--- config.mk ---
export PLATFORM = sky130hd
export DESIGN_NAME = ahb_slave_mux
export DESIGN_NICKNAME = d
export VERILOG_FILES = /design/src/rtl/ahb_pkg.sv /design/src/rtl/ahb_default_slave.sv /design/src/rtl/ahb_slave_mux.sv
export SDC_FILE = /design/constraint.sdc
export NUM_CORES = 1
export LEC_CHECK = 0
export ABC_AREA = 1
export CAP_MARGIN = 20
export CORE_MARGIN = 2
export CORE_UTILIZATION = 24
export DETAILED_ROUTE_END_ITERATION = 12
export HOLD_SLACK_MARGIN = 0.03
export PLACE_DENSITY = 0.91
export SETUP_SLACK_MARGIN = 0.2
export SYNTH_ARGS = -nofsm -noshare
export SYNTH_HDL_FRONTEND = slang
export SYNTH_HIERARCHICAL = 1
export SYNTH_SLANG_ARGS = --single-unit
--- constraint.sdc ---
create_clock -name HCLK -period 2.6 [get_ports HCLK]
set_input_delay 0.78 -clock HCLK [delete_from_list [all_inputs] [get_ports HCLK]]
set_output_delay 0.78 -clock HCLK [all_outputs]
set_load 0.03 [all_outputs]
--- src/rtl/ahb_pkg.sv ---
// ahb_pkg: AHB-Lite transfer/response encodings and default-slave state type.
package ahb_pkg;
    localparam logic [1:0] HTRANS_IDLE   = 2'b00;
    localparam logic [1:0] HTRANS_BUSY   = 2'b01;
    localparam logic [1:0] HTRANS_NONSEQ = 2'b10;
    localparam logic [1:0] HTRANS_SEQ    = 2'b11;
    localparam logic HRESP_OKAY  = 1'b0;
    localparam logic HRESP_ERROR = 1'b1;
    typedef enum logic [1:0] {DS_IDLE, DS_ERR1, DS_ERR2} ds_state_t;
endpackage

--- src/rtl/ahb_default_slave.sv ---
// ahb_default_slave: answers unmapped NONSEQ/SEQ transfers with the two-cycle ERROR response.
module ahb_default_slave
    import ahb_pkg::*;
(
    input  logic       HCLK,
    input  logic       HRESET,
    input  logic       HREADY,
    input  logic [1:0] HTRANS,
    input  logic       sel_none,
    output logic       ds_hreadyout,
    output logic       ds_hresp
);
    ds_state_t state;
    logic start;
    assign start = HREADY && sel_none && (HTRANS == HTRANS_NONSEQ || HTRANS == HTRANS_SEQ);
    always_ff @(posedge HCLK or posedge HRESET)
        if (HRESET) begin
            state        <= DS_IDLE;
            ds_hreadyout <= 1'b1;
            ds_hresp     <= HRESP_OKAY;
        end else if (state == DS_ERR1) begin
            state        <= DS_ERR2;
            ds_hreadyout <= 1'b1;
            ds_hresp     <= HRESP_ERROR;
        end else if (start) begin
            state        <= DS_ERR1;
            ds_hreadyout <= 1'b0;
            ds_hresp     <= HRESP_ERROR;
        end else begin
            state        <= DS_IDLE;
            ds_hreadyout <= 1'b1;
            ds_hresp     <= HRESP_OKAY;
        end
endmodule

--- src/rtl/ahb_slave_mux.sv ---
// ahb_slave_mux: registers decoder selects per address phase and routes the data-phase slave response.
module ahb_slave_mux #(
    parameter int NSLV = 2,
    parameter int DW   = 32
) (
    input  logic               HCLK,
    input  logic               HRESET,
    input  logic [NSLV-1:0]    HSEL,
    input  logic [1:0]         HTRANS,
    input  logic [NSLV*DW-1:0] HRDATA_S,
    input  logic [NSLV-1:0]    HREADYOUT_S,
    input  logic [NSLV-1:0]    HRESP_S,
    output logic               HREADY,
    output logic [DW-1:0]      HRDATA,
    output logic               HRESP
);
    logic [NSLV:0] dsel, nsel;
    logic sel_none, ds_hreadyout, ds_hresp;
    logic [DW-1:0] rdata;
    logic ready, resp;
    assign sel_none = ~|HSEL;
    // isolate the lowest set select bit so multi-hot decodes resolve deterministically
    assign nsel = {sel_none, HSEL & (~HSEL + NSLV'(1))};
    always_ff @(posedge HCLK or posedge HRESET)
        if (HRESET) dsel <= {1'b1, {NSLV{1'b0}}};
        else if (HREADY) dsel <= nsel;
    always_comb begin
        rdata = '0;
        ready = dsel[NSLV] & ds_hreadyout;
        resp  = dsel[NSLV] & ds_hresp;
        for (int i = 0; i < NSLV; i++) begin
            rdata = rdata | ({DW{dsel[i]}} & HRDATA_S[i*DW +: DW]);
            ready = ready | (dsel[i] & HREADYOUT_S[i]);
            resp  = resp | (dsel[i] & HRESP_S[i]);
        end
    end
    assign HRDATA = rdata;
    assign HREADY = ready;
    assign HRESP  = resp;
    ahb_default_slave u_ds (
        .HCLK         (HCLK),
        .HRESET       (HRESET),
        .HREADY       (HREADY),
        .HTRANS       (HTRANS),
        .sel_none     (sel_none),
        .ds_hreadyout (ds_hreadyout),
        .ds_hresp     (ds_hresp)
    );
endmodule
==> results.yml <==
final_layout:
  seq_area_um2: 178
  final_common_cell: "clkdlybuf4s50_1"
  multi_input_area_um2: 413
  drive_gt1_share_pct: 26.0
  final_nets: 267
  diodes: 0
  fill_cells: 240
  final_cell_mix: "clkdlybuf4s50_1, buf_4, a22o_1"
  area.growth.synth_to_final_pct: 146
  fin_util_pct: 62.6
hold_path:
  hold_path.class: "reg2reg"
clock_network:
  cts_max_level: 1
  worstSkewPairLatency_ns: 0.25
  cts_sinks: 7
  cts_inserted_buffers: 3
  cts_hold_buf: 0
  cts.clk_slew.worst_paths_ns: 0.05
  cts_buffer_depth: 2
  root_buffer: "clkbuf_4"
  cts_tree: "done"
global_route:
  track_usage_pct: 17.6
  grt.met3_usage_pct: 4.24
  antenna_found_initial: 0
  grt_first_pass_wirelength_um: 4640
  busiest_layer: "met2"
  use_met2_pct: 34.6
  grt_overflow: 0
  grt_max_degree: 23
  grt_pass1_vias: 1083
  use_met1_pct: 17.8
setup_path:
  critPathArrivalTime_ns: 1.59
  crit_chain: "clkdlybuf4s50_1 -> a22o_1 -> buf_4"
  cpPeakStageDelay_ns: 0.40
  critPathKind: "in2out"
  endpoint_kind: "output pin"
  critPathBufInv: 2
  startpoint_type: "input port"
  critical_path.max_fanout: 1
  critPathTopFamily: "buffers and inverters"
  cp_slowest_cell: "clkdlybuf4s50_1"
  crit_required_ns: 1.82
synthesis:
  syn_nets: 157
  synth_area_um2: 701
  syn_inst: 83
  ys_ff_latch: 7
  synth.avg_cell_area_um2: 8.44
  yosysWarnings: 6
  ys_types: 13
  ys_seq_area_share_pct: 25.4
floorplan:
  die_w_um: 58.0
  die_area_um2: 3370
  num_rows: 19
  start_util_pct: 25.4
  core_region_area_um2: 2760
  ios: 108
  dieHeight_um: 58.0
power:
  power.density_nw_per_um2: 470
  peakVddDrop_uv: 315
  p_leak_nw: 0.844
  fin_total_pwr_uw: 812
route:
  first_iter_violations: 38
  drc: 0
  wl_um: 3250
  viasPerCell: 4.76
  first_pass_iters: 4
  num_vias: 1061
  ant_nets: 0
  wl_per_cell_um: 14.6
place:
  gp_congestion: 0.702
  hpwl_um: 2610
  numPortBuffers: 106
timing:
  fin_worst_skew_ns: 0.00148
  post-route-period-util_pct: 91.2
  worst_slew_pin_slew_ns: 0.233
  hold_violations: 0
  worst_hold_slack_ns: 0.455
  report.final.slew_viol_count: 0
  period_minus_slack_ns: 2.37
  setup_tns_ns: 0
  rsz0062_at_grt: "false"
  max_slew_margin_pct: 84.4
  setup_viol: 0
  fmax_mhz: 422
outcome:
  outcome: "finished clean"
job:
  drv_cap: 0
what timing repair did:
| action | in CTS | in global routing |
|---|---|---|
| endpoints found under the setup margin | 1 | 1 |
| setup buffers | 1 | 2 |
| resized for setup | 3 | 2 |
| pin swaps | 1 | 1 |
| cloned | 0 | 0 |
sequential cells by signal (all words and copies together), names as in the netlist:
register and cells:
u_ds/ds_hreadyout 1, u_ds/ds_hresp 1, u_ds/state 2, dsel 3
Yosys cell counts:
master / instances / share of area [%]
a22o_1: 32 / 40
buf_4: 1 / 1.1
buf_6: 7 / 11
dfrtp_1: 5 / 18
dfstp_2: 2 / 7.5
inv_1: 9 / 4.8
nand2_1: 15 / 8.0
nand2_2: 1 / 0.89
nand3_1: 2 / 1.4
nand3_2: 1 / 1.4
nand4_1: 3 / 2.7
nor2_1: 4 / 2.1
nor2_2: 1 / 0.89
per-layer routing:
metal	routed length, um	up-vias	share of wire (%)
met1	1120	472	34
met3	342	4	11
li1	-	522	-
met4	34	0	1.0
met5	0	-	0
met2	1760	63	54
final timing paths:
path	start	to	slack, ns	cells past startpoint
worst min register to register	u_ds/state[1]	u_ds/state[1]	0.45	1
max in group asynchronous	HRESET	u_ds/ds_hreadyout	1.62	2
min in group asynchronous	HRESET	dsel[0]	0.74	2
worst min-delay path	u_ds/state[1]	u_ds/state[1]	0.45	1
worst max register to register	dsel[0]	u_ds/state[0]	1.35	6
worst max-delay path	HRDATA_S[2]	HRDATA[2]	0.23	3
power breakdown:
part | total [mW] | switching, mW | internal (mW) | leakage, nW
Sequential | 0.122 | 0.00417 | 0.118 | 0.0892
Clock | 0.0988 | 0.0402 | 0.0586 | 0.0150
Combinational | 0.591 | 0.310 | 0.281 | 0.740
stage by stage:
stage | instance area, um2 | instances | setup WS [ns]
final | 1730 | 223 | 0.228
after detailed placement | 1660 | 216 | 0.132
after global routing | 1730 | 223 | 0.204
after global placement | 1660 | 216 | 0.178
after CTS | 1710 | 221 | 0.211
after floorplan | 701 | 83 | 0.720
area by class of cell:
type,count,share of cell area [%]
sequential,7,10.3
clock buffer,4,1.52
timing repair buffer,113,60.1
inverter,9,1.96
multi-input combinational,59,23.9
tap,31,2.25
kinds of logic after synthesis:
kind of cell           after synthesis  synth area share (%)
and+or+nand+nor                     27                  17.5
buffers and inverters               17                  17.1
DFF                                  7                  25.4
AOI/OAI and AO/OA                   32                  40.0
Power figures use the tool's default switching activity.
